$ cat config.mk
export PLATFORM = sky130hd
export DESIGN_NAME = p_down_timer
export DESIGN_NICKNAME = d
export VERILOG_FILES = /design/src/rtl/p_down_timer_pkg.sv /design/src/rtl/p_down_timer.sv
export SDC_FILE = /design/constraint.sdc
export NUM_CORES = 1
export LEC_CHECK = 0
export CAP_MARGIN = 40
export CORE_UTILIZATION = 48
export DETAILED_ROUTE_END_ITERATION = 10
export PLACE_DENSITY = 0.74
export SLEW_MARGIN = 20
export SYNTH_ARGS = -nofsm -noshare
export SYNTH_HDL_FRONTEND = slang
export SYNTH_SLANG_ARGS = --single-unit
$ cat constraint.sdc
create_clock -name i_clk -period 2.03 [get_ports i_clk]
set_input_delay 0.203 -clock i_clk [delete_from_list [all_inputs] [get_ports i_clk]]
set_output_delay 0.203 -clock i_clk [all_outputs]
set_load 0.1 [all_outputs]
$ cat src/rtl/p_down_timer_pkg.sv
// -----------------------------------------------------------------------------
// p_down_timer_pkg
// Shared definitions for the down-counting timer: FSM state encodings and
// operating mode constants.
// -----------------------------------------------------------------------------
package p_down_timer_pkg;

    // FSM states. The encoding is fixed so that software and other blocks in
    // the counter subsystem can decode the state consistently.
    typedef enum logic [1:0] {
        ST_IDLE = 2'b00,
        ST_RUN  = 2'b01,
        ST_DONE = 2'b10
    } state_t;

    // Operating modes latched on start.
    localparam logic MODE_ONESHOT = 1'b0;
    localparam logic MODE_RELOAD  = 1'b1;

endpackage : p_down_timer_pkg

$ cat src/rtl/p_down_timer.sv
// -----------------------------------------------------------------------------
// p_down_timer
// Programmable down-counting timer driven by the tick (carry out) of an
// upstream prescaler counter. A start pulse latches a period P and a mode;
// the timer then counts P ticks down to zero and emits a one-cycle borrow
// pulse. In one-shot mode it parks in DONE; in auto-reload mode it reloads
// the latched period and keeps running.
//
// Ports:
//   i_clk      system clock, rising edge active
//   i_reset_n  asynchronous active-low reset
//   i_start    pulse: latch i_period / i_mode and (re)start counting
//   i_stop     pulse: abort and return to IDLE (highest priority)
//   i_cin      tick from the upstream counter, one decrement per high cycle
//   i_period   ticks per period (P), sampled on an accepted start
//   i_mode     0 = one-shot, 1 = auto-reload, sampled on an accepted start
//   o_cnt      current count value
//   o_borrow   registered one-cycle pulse after the terminal tick
//   o_busy     high while in RUN
//   o_done     high while in DONE
// -----------------------------------------------------------------------------
module p_down_timer
    import p_down_timer_pkg::*;
#(
    parameter int CNT_WIDTH      = 4,
    parameter int DEFAULT_PERIOD = 12
) (
    input  logic                 i_clk,
    input  logic                 i_reset_n,
    input  logic                 i_start,
    input  logic                 i_stop,
    input  logic                 i_cin,
    input  logic [CNT_WIDTH-1:0] i_period,
    input  logic                 i_mode,
    output logic [CNT_WIDTH-1:0] o_cnt,
    output logic                 o_borrow,
    output logic                 o_busy,
    output logic                 o_done
);

    state_t               state;
    logic [CNT_WIDTH-1:0] cnt;
    logic [CNT_WIDTH-1:0] period_q;
    logic                 mode_q;
    logic                 borrow;

    // Value loaded into the count register for a period of p ticks. Counting
    // p-1 down to 0 and borrowing on the tick seen at 0 gives exactly p ticks
    // per period. A period of 0 behaves like 1 so the counter never has to
    // represent p-1 = -1.
    function automatic logic [CNT_WIDTH-1:0] load_value(input logic [CNT_WIDTH-1:0] p);
        return (p == '0) ? '0 : p - CNT_WIDTH'(1);
    endfunction

    // Single FSM + datapath process. Priority on every edge: stop, then
    // start, then tick. Borrow defaults low so it can never stretch beyond
    // one cycle.
    always_ff @(posedge i_clk or negedge i_reset_n) begin
        if (!i_reset_n) begin
            state    <= ST_IDLE;
            cnt      <= '0;
            borrow   <= 1'b0;
            period_q <= CNT_WIDTH'(DEFAULT_PERIOD);
            mode_q   <= MODE_ONESHOT;
        end else begin
            borrow <= 1'b0;
            if (i_stop) begin
                state <= ST_IDLE;
                cnt   <= '0;
            end else if (i_start) begin
                // A restart always wins over a coincident terminal tick, so
                // no borrow is produced on this edge.
                period_q <= i_period;
                mode_q   <= i_mode;
                cnt      <= load_value(i_period);
                state    <= ST_RUN;
            end else if (state == ST_RUN && i_cin) begin
                if (cnt != '0) begin
                    cnt <= cnt - CNT_WIDTH'(1);
                end else begin
                    borrow <= 1'b1;
                    if (mode_q == MODE_RELOAD) begin
                        cnt <= load_value(period_q);
                    end else begin
                        cnt   <= '0;
                        state <= ST_DONE;
                    end
                end
            end
        end
    end

    assign o_cnt    = cnt;
    assign o_borrow = borrow;
    assign o_busy   = (state == ST_RUN);
    assign o_done   = (state == ST_DONE);

endmodule : p_down_timer

======== Word-level counts from Yosys, hierarchy flattened ========
Index checks and enable logic that the tools add are counted.
word-level totals
  flip-flop bits (word level) ............. 12
  latch bits .............................. 0
  bits in writable memories ............... 0
  ROM bits ................................ 0
  memories ................................ 0
operators by class
  add/subtract/negate cells ............... 3
  $mul .................................... 0
  div/mod/pow operators ................... 0
  magnitude comparators ................... 0
  equal/unequal tests ..................... 4
  shifts and indexed selects .............. 0
  muxes and demuxes ....................... 16
  bitwise logic cells ..................... 1
  reductions and logical operators ........ 7
operators by type and width
  kind                 count
  $mux 4               7
  $sub 4x1->4 const B  3
  $mux 2               5
  $logic_not 4->1      2
  $ne 3x3->1 const B   2
  $mux 1               4
  $reduce_bool 4->1    1
  $reduce_and 3->1     1
  $reduce_bool 3->1    1
  $eq 2x1->1 const B   1
  $eq 2x2->1 const B   1
  $reduce_and 2->1     1
  $logic_and 1x1->1    1
  $not 1->1            1

======== Logic depth before layout (Yosys ltp) ========
Gate-level depths: netlist of run 1.
  depth after elaboration ................. 7
  mapped depth ............................ 6

======== Worst setup path after synthesis of run 1 ========
OpenSTA, ideal clock, no wires.
  kind .................................... register to register
  start ................................... register cnt[0], in the netlist o_cnt[0]
  end ..................................... register cnt[2], in the netlist o_cnt[2]
  library setup time ...................... 0.099 ns
  arrival ................................. 2.002 ns
  slack ................................... -0.071 ns
  stages on the path, launching flop included .. 6
  buffers on the path ..................... 0
  cells stage by stage .................... dfrtp_1 > inv_1 > ha_1 > nor3b_4 > a32o_1 > a311oi_1
between the ends
  word-level cells in the longest chain between the ends .. 5
RTL lines
  element                                           RTL line                                source
  start, declared                                   p_down_timer.sv:42                      logic [CNT_WIDTH-1:0] cnt;
  start signal, assigned                            p_down_timer.sv:75                      cnt <= load_value(i_period);
  start signal, assigned                            p_down_timer.sv:79                      cnt <= cnt - CNT_WIDTH'(1);
  start signal, assigned                            p_down_timer.sv:83                      cnt <= load_value(period_q);
  $sub 4x1->4 or $reduce_bool 4->1 (tied branches)  p_down_timer.sv:79, p_down_timer.sv:78
  $mux 4 *                                          p_down_timer.sv:78                      if (cnt != '0) begin
  $mux 4 *                                          p_down_timer.sv:77                      end else if (state == ST_RUN && i_cin) begin
  $mux 4 *                                          p_down_timer.sv:70                      end else if (i_start) begin
  $mux 4 *                                          p_down_timer.sv:67                      if (i_stop) begin
Every way passes the cells marked *; elsewhere a longest branch is shown, timed or not. The select of a mux whose other input is x is not followed.
A chain may end at the register's enable or synchronous reset.

======== Final worst setup path of run 1 ========
Same ends and word-level chain as after synthesis.

==> impl_summary.md, run 1 <==
Synth
After synthesis the netlist holds a flip-flop and latch count of 12. The area fraction in compound gates after synthesis is roughly 20%. The xor and xnor fraction of the mapped netlist area is around 1.1%. The share of the synthesized area in the top cell type is 32.7%. The cell area that synthesis handed to floorplanning was 766 um2. A synthesized cell averages approximately 9.7 um2.

The biggest area contributor in the post-synthesis netlist is dfrtp_1. After synthesis, the cell types taking the most area are dfrtp_1, ha_1, dfstp_2. During synthesis, Yosys emitted a total of 0 warnings. Of the total synthesized cell area, the portion taken by full adders, half adders and majority gates is 9.80%. The combinational family with the most area after synthesis is compound AO/OA/AOI/OAI gates. The proportion of synthesized chip area in sequential cells is 39.5%. The number of unique standard cell types used by synthesis is 28. The cell count after synthesis is 79. The basic-gate share of the synthesized area counting and, or, nand and nor cells is 17.8%. The portion of synthesized area spent on multiplexers is 7.03%. When the netlist entered floorplanning its net count stood at 95.

Timing
The final number of setup-violating endpoints is 0. The shortest period the worst path allows is 1.67 ns. The setup TNS after final layout is 0 ns. The transition time at the pin with the least slew margin is approximately 0.55 ns. After layout, the worst path uses 82.1% of the clock period. Setup repair after global routing left no endpoint under its margin. In this run the tightest slew margin relative to its limit is 63.3%. Between clock sinks in the finished design, the worst skew comes to between 0.001 and 0.0015 ns.

The final hold violation count is 0. The count of pins over their slew limit is 0. Derived from the worst setup path, the maximum achievable clock frequency is 0.600 GHz.

Finish
The antenna diode instance count is 0. The number of non-filler instances in the completed layout is roughly 120. Measured on the finished design, the core utilization comes to 63.7%. In the final layout, the share of cells above drive strength 1 is a little under a quarter. The area of all placed cells without fillers is 960 um2. The net count of the finished layout is 116.

Counting the fill cells in the layout gives 125. Compared with the post-synthesis result, the final layout area differs by 25.3%.

GRT
Global routing used 20.9% of the available tracks across all layers. The via count of the first global-routing pass is 621. The first global-routing pass estimated 2680 um of wire. Entering global routing, the biggest net connects 13 pins. The number of antenna violations at the first check in global routing is 0. Global routing finished with a remaining overflow of 0.

Die
The die covers ~0.0018 mm2. The I/O pin total is 17. The number of placement rows is 14. The core region is 0.00151 mm2.

The height of the die is 41.9 um. The starting density of the core is 50.8%. Measured along the x axis, the die boundary spans ~42 um.

Job
The max capacitance violation total is 0.

Critical path
By startpoint and endpoint, the worst setup path is classified as flip-flop to flip-flop. The cell family contributing the most delay on the critical path is compound AO/OA/AOI/OAI gates. The worst setup path is captured at a flip-flop.

For the worst setup path, the data arrival time is 1.84 ns. The launch instance of the worst register-to-register path is o_cnt[0]. The setup check on the worst reg-to-reg path leaves a slack of 0.36 ns. Along the worst path, the maximum fanout reaches 8. The largest single stage delay on the critical path is 0.44 ns. The data required time of the worst path is 2.20 ns. The element type at the critical path start is a flip-flop. The depth of the most critical reg-to-reg path is 6. On the critical path, the stage with the largest delay is an instance of dfrtp_2. The endpoint of the worst register-to-register path is o_cnt[2]. Traced cell by cell, the critical path runs through inv_1 > ha_1 > nor3b_4 > o21ai_2 > a21o_1 > a311oi_1. The critical path buffer and inverter count is 1.

CTS
The number of hold buffers added after CTS was 0. The clock net in this run drives a total of 12 sinks. The worst-case clock buffer depth is 2. The maximum level of the CTS H-tree is 1. The number of gates resized after CTS was 0.

The number of CTS-inserted buffers is 3. Once the clock tree was built, the setup fixing pass inserted 0 buffers. The clock tree from TritonCTS is built.

Clock-pin slew was measured on the worst setup and hold paths at 0.07 ns. The library cell used as clock root buffer is clkbuf_4. Clock latency on the worst-skew pair, taken at its later pin, is between 0.2 and 0.3 ns.

Route
For this block, the initial DRC count from the detailed router was 5. The post-detailed-route count of antenna-violating nets is 0. The number of iterations in the first detailed-routing pass is 4. For this run, design rule violations remaining after detail routing come to 0. The post-detailed-routing wire length is 1550 um. The routed via count is 643. The number of vias per cell after detailed routing is 5.59. Dividing the detail-routed wire length by the instance count gives 13.4 um.

Placement
Once placement finished, the instance area stood at 933 um2. Detailed placement ended at an HPWL of 1230 um. The number of I/O port buffers is 16. The congestion estimate from routability-driven global placement came to between 0.8 and 0.9. Counting tap cells, the placed design contains a total of 111 instances.

Run status
The flow ran to the end, and the final reports show no timing, DRC or antenna violations.

Power and ir drop
The total power per unit cell area is 709 mW/mm2. The post-route total power is 0.681 mW. The worst voltage drop across the vdd grid is ~0.46 mV.

In this run the static leakage power is 0.436 nW.

Hold path
The path class of the tightest hold or removal check is primary input to async pin.
## registers in the layout (all words and copies together) (netlist names)
| register | cells |
|---|---|
| o_cnt | 4 |
| o_borrow | 1 |
| period_q | 4 |
| mode_q | 1 |
| state | 2 |
## worst max-delay path by stage
stage / to / startpoint / slack (ns) / cells past startpoint
after detailed placement: o_cnt[2] / o_cnt[0] / 0.37 / 6
final: o_cnt[2] / o_cnt[0] / 0.36 / 6
after floorplan: o_busy / state[1] / 0.10 / 1
after global routing: o_cnt[2] / o_cnt[0] / 0.28 / 6
after CTS: o_cnt[2] / o_cnt[0] / 0.36 / 6
after global placement: mode_q / i_start / 0.44 / 5
## area by class of cell
type	count	area (um2)	share of cell area, %
tap	16	20.0	2.09
multi-input combinational	58	428	44.6
clock buffer	4	26.3	2.74
inverter	8	30.0	3.13
sequential	12	305	31.8
timing repair buffer	17	150	15.6
## cells in the final DEF, fill, tap and decap left out
cell and instances:
a21o_1 1, a21oi_1 1, a311oi_1 1, a31oi_1 1
a32o_1 1, and3b_1 1, buf_4 8, clkbuf_1 1
clkbuf_4 3, clkdlybuf4s50_1 9, dfrtp_1 8, dfrtp_2 2
dfstp_2 2, ha_1 6, inv_1 8, mux2_2 3
mux2i_1 2, nand2_1 5, nand2b_1 3, nand3b_1 1
nand4b_1 1, nor2_1 6, nor2b_1 2, nor3_1 4
nor3b_4 1, o211a_1 1, o21a_1 1, o21ai_0 8
o21ai_2 2, o221a_2 2, o22ai_1 3, xnor2_1 1
## where the power goes
part           total [mW]  switching [mW]  internal, mW
Sequential          0.292          0.0253         0.267
Clock               0.155          0.0790        0.0762
Combinational       0.233           0.144        0.0890
Total               0.681           0.249         0.432
## through the flow
stage	worst slack (ns)	hold WS, ns
CTS	0.363	0.298
floorplan	0.105	-0.0926
finish	0.363	0.282
global placement	0.436	0.526
detailed placement	0.372	0.542
global route	0.275	0.333
## logic make-up (layout without fill, tap and decap cells)
family / count (synthesis) / count (layout)
AO/OA/AOI/OAI: 22 / 22
flip-flops: 12 / 12
AND/OR/NAND/NOR: 24 / 24
buffers and inverters: 9 / 29
multiplexers: 5 / 5
XOR/XNOR: 1 / 1
adder cells (fa/ha/maj): 6 / 6
## synth_stat cells
cell	instances
dfrtp_1	10
inv_1	8
o21ai_0	8
ha_1	6
nor2_1	6
nand2_1	5
nor3_1	4
mux2_2	3
nand2b_1	3
o22ai_1	3
dfstp_2	2
mux2i_1	2
nor2b_1	2
o21ai_2	2
o221a_2	2
a21o_1	1
a21oi_1	1
a311oi_1	1
a31oi_1	1
a32o_1	1
and3b_1	1
buf_2	1
nand3b_1	1
nand4b_1	1
nor3b_4	1
o211a_1	1
o21a_1	1
xnor2_1	1
## routing by layer
metal / share of wire (%) / up-vias / wire length [um] / global-route usage (%)
met2: 45 / 13 / 688 / 32.8
met3: 3.0 / 7 / 46 / 3.04
met1: 49 / 300 / 753 / 26.7
li1: - / 323 / - / -
met5: 0 / - / 0 / 0
met4: 3.7 / 0 / 57 / 13.5
Note: power is estimated with default switching activity, not from simulation.
==> run 2: changes to the inputs <==
--- a/config.mk
+++ b/config.mk
@@ -6,9 +6,9 @@
 export NUM_CORES = 1
 export LEC_CHECK = 0
 export CAP_MARGIN = 40
-export CORE_UTILIZATION = 48
+export CORE_UTILIZATION = 43
 export DETAILED_ROUTE_END_ITERATION = 10
-export PLACE_DENSITY = 0.74
+export PLACE_DENSITY = 0.69
 export SLEW_MARGIN = 20
 export SYNTH_ARGS = -nofsm -noshare
 export SYNTH_HDL_FRONTEND = slang
==> constraint.sdc (replaced) <==
create_clock -name i_clk -period 1.4 [get_ports i_clk]
set_input_delay 0.14 -clock i_clk [delete_from_list [all_inputs] [get_ports i_clk]]
set_output_delay 0.14 -clock i_clk [all_outputs]
set_load 0.1 [all_outputs]
==> run 2 against run 1 <==
- the run now ends with negative setup slack left
- hold slack worse by 0.19 ns
- via count is 12% higher
- total power is 73% higher
- non-clock buffer count is 15 higher
- register-to-register slack worse by 0.48 ns
==> impl_summary.md, run 2 (same netlist as run 1, synthesis figures left out) <==
Run status
The flow ran to the end, but the final reports show violations. The checks that failed: negative setup slack.

Timing
The setup skew after layout is 0.00814 ns (+0.00686 ns). The count of pins over their slew limit was 0 (unchanged). The final number of setup-violating endpoints is 6 (+6).

The share of the clock period used by the worst path after layout is 108% (+26 points). The setup slack after layout is -0.115 ns (-0.478 ns). The highest attainable clock frequency came to 0.660 GHz (+10%). The final hold violation count is 0 (unchanged). The transition time at the pin with the least slew margin is 0.292 ns (-0.257 ns). Setup repair after global routing could not meet its margin everywhere. The shortest period the worst path allows came to 1.51 ns (-0.152 ns).

The normalized max-slew margin is 80.5% (+17 points).

Finish
The share of the core filled with cells in the final layout came to 77.1% (+13 points). The area of all placed cells without fillers was 0.00121 mm2 (+27%). The area of all sequential standard cells is 313 um2 (+2.5%). The number of nets in the layout was 131 (+13%). The number of fill cells in the layout is 103 (-18%). Relative to the synthesized area, the layout overhead comes to 58.7%.

The antenna diode instance count is 0 (unchanged). The multi-input logic area is 459 um2 (+7.3%). The leading cell type in the layout, fill and taps excluded is buf_4. The proportion of layout cells with a drive suffix above 1 is 43.0% (+20 points). Leaving out fill and tap cells, the most frequent cells in the layout are buf_4, clkdlybuf4s50_1, o21ai_0, buf_12.

GRT
The first-pass GRT wire length was 3210 um (+20%). The leftover overflow at the end of global routing was 0 (unchanged). The number of antenna violations at the first check in global routing is 0 (unchanged). The pin count of the biggest net entering global routing was 9 (-4). The via count of the first global-routing pass is 712 (+15%). The overall global routing resource usage came to 22.9% (+2.0 points).

Route
The post-detailed-routing wire length was 1900 um (+23%). The post-detailed-route count of antenna-violating nets was 0 (unchanged). The initial DRC count came to 14 (+9). The routed wire length per instance is 14.6 um (+8.6%). The DRC violations left came to 0 (unchanged). The number of iterations in the first detailed-routing pass was 6 (+2). The routed via count is 720 (+12%). The number of vias per cell after detailed routing is 5.54 (-0.95%).

Power and ir drop
The worst voltage drop across the vdd grid is 0.647 mV (+42%). The leakage power summed over all cells is 0.545 nW (+25%). The total power per unit cell area is 971 mW/mm2 (+37%).

Critical path
The kind of critical path is flip-flop to flip-flop. The data arrival time of the critical path came to 1.73 ns (-0.11 ns). The data required time of the worst path was 1.62 ns (-0.58 ns). The element type at the critical path start is a flip-flop.

The element type at the critical path end is a flip-flop. The critical-path maximum fanout is 7 (-1).

Placement
The total placed instance area came to 0.00116 mm2 (+24%). The post-detailed-placement half-perimeter wirelength is 1460 um (+19%). The final RePlAce weighted congestion was 0.827 (+2.8%).

The worst setup slack after placement is -0.120 ns (-0.492 ns). The number of I/O port buffers is 16 (unchanged).

Die
The number of placement rows is 14 (unchanged). The I/O pin total came to 17 (unchanged). The total core area was 0.00158 mm2 (+4.7%). The starting density of the core is 48.6% (-2.3 points). The die extent in x was 44.2 um (+5.4%). The height of the die came to 44.2 um (+5.4%).

The die footprint is 0.00195 mm2 (+11%).

CTS
The clock slew seen by the registers of the worst setup and hold paths is 0.09 ns (+0.02 ns). The number of clock sinks seen by CTS is 12 (unchanged). The post-CTS setup buffer count is 0 (unchanged). The count of hold-fix buffers inserted at cts is 0 (unchanged). The maximum level of the CTS H-tree is 1 (unchanged). The library cell used as clock root buffer is clkbuf_4. TritonCTS built the clock tree. The worst-case clock buffer depth was 2 (unchanged). The number of CTS-inserted buffers is 3 (unchanged).

The latest clock arrival within the worst-skew pair is 0.29 ns (+0.02 ns).

Hold path
In this run the worst hold path is classified as primary input to async pin.

Job
The max capacitance violation total is 0 (unchanged).
==> run 2: cell types whose count changed in the layout (fill, tap and decap cells not counted), sizes merged <==
cell / before / now
buf: 8 / 23
==> run 2: final cells by class <==
type | instances | share of cell area [%]
flip-flops and latches | 12 | 25.7
multi-input cells | 58 | 37.8
inverters | 8 | 2.68
clock buffers | 4 | 2.99
well taps | 16 | 1.65
repair buffers | 32 | 29.1
==> run 2: stage by stage <==
stage	hold slack, ns	std cells	setup TNS [ns]	power [mW]
after floorplan	-0.156	79	-2.22	0.680
after global placement	0.400	126	-0.364	0.863
after detailed placement	0.403	126	-0.496	0.871
after CTS	0.0894	130	-0.561	1.17
after global routing	0.0955	130	-1.07	1.23
final	0.0875	130	-0.564	1.18
==> run 2: power breakdown <==
group / internal (mW) / switching (mW) / total [mW] / leakage [nW]
Combinational: 0.213 / 0.243 / 0.456 / 0.379
Clock: 0.159 / 0.136 / 0.295 / 0.0210
Sequential: 0.390 / 0.0385 / 0.429 / 0.144
==> run 2: critical path, stage by stage, from the launching register on <==
cell,delay (ns)
dfrtp_4,0.50
inv_4,0.07
ha_4,0.13
nor3b_4,0.22
buf_6,0.16
nand2b_1,0.06
o221a_2,0.23
o22ai_2,0.08
==> run 2: layer usage <==
layer,global-route usage (%),wire [um]
met1,28.5,832
met4,10.9,33
met3,3.67,47
met5,0,0
met2,38.8,985
==> run 2: worst paths after layout <==
kind,startpoint,end,slack (ns),cells after the start
max,o_cnt[0],o_cnt[1],-0.11,7
min,i_reset_n,o_cnt[0],0.09,1
max reg2reg,o_cnt[0],o_cnt[1],-0.11,7
min reg2reg,state[1],state[1],0.55,1
max in group asynchronous,i_reset_n,period_q[2],0.82,2
min in group i_clk,i_mode,mode_q,0.47,2
==> run 2: timing repair <==
action,CTS,global route
pin swaps,1,0
setup endpoints to repair,6,7
cloned,0,0
resized for setup,1,5
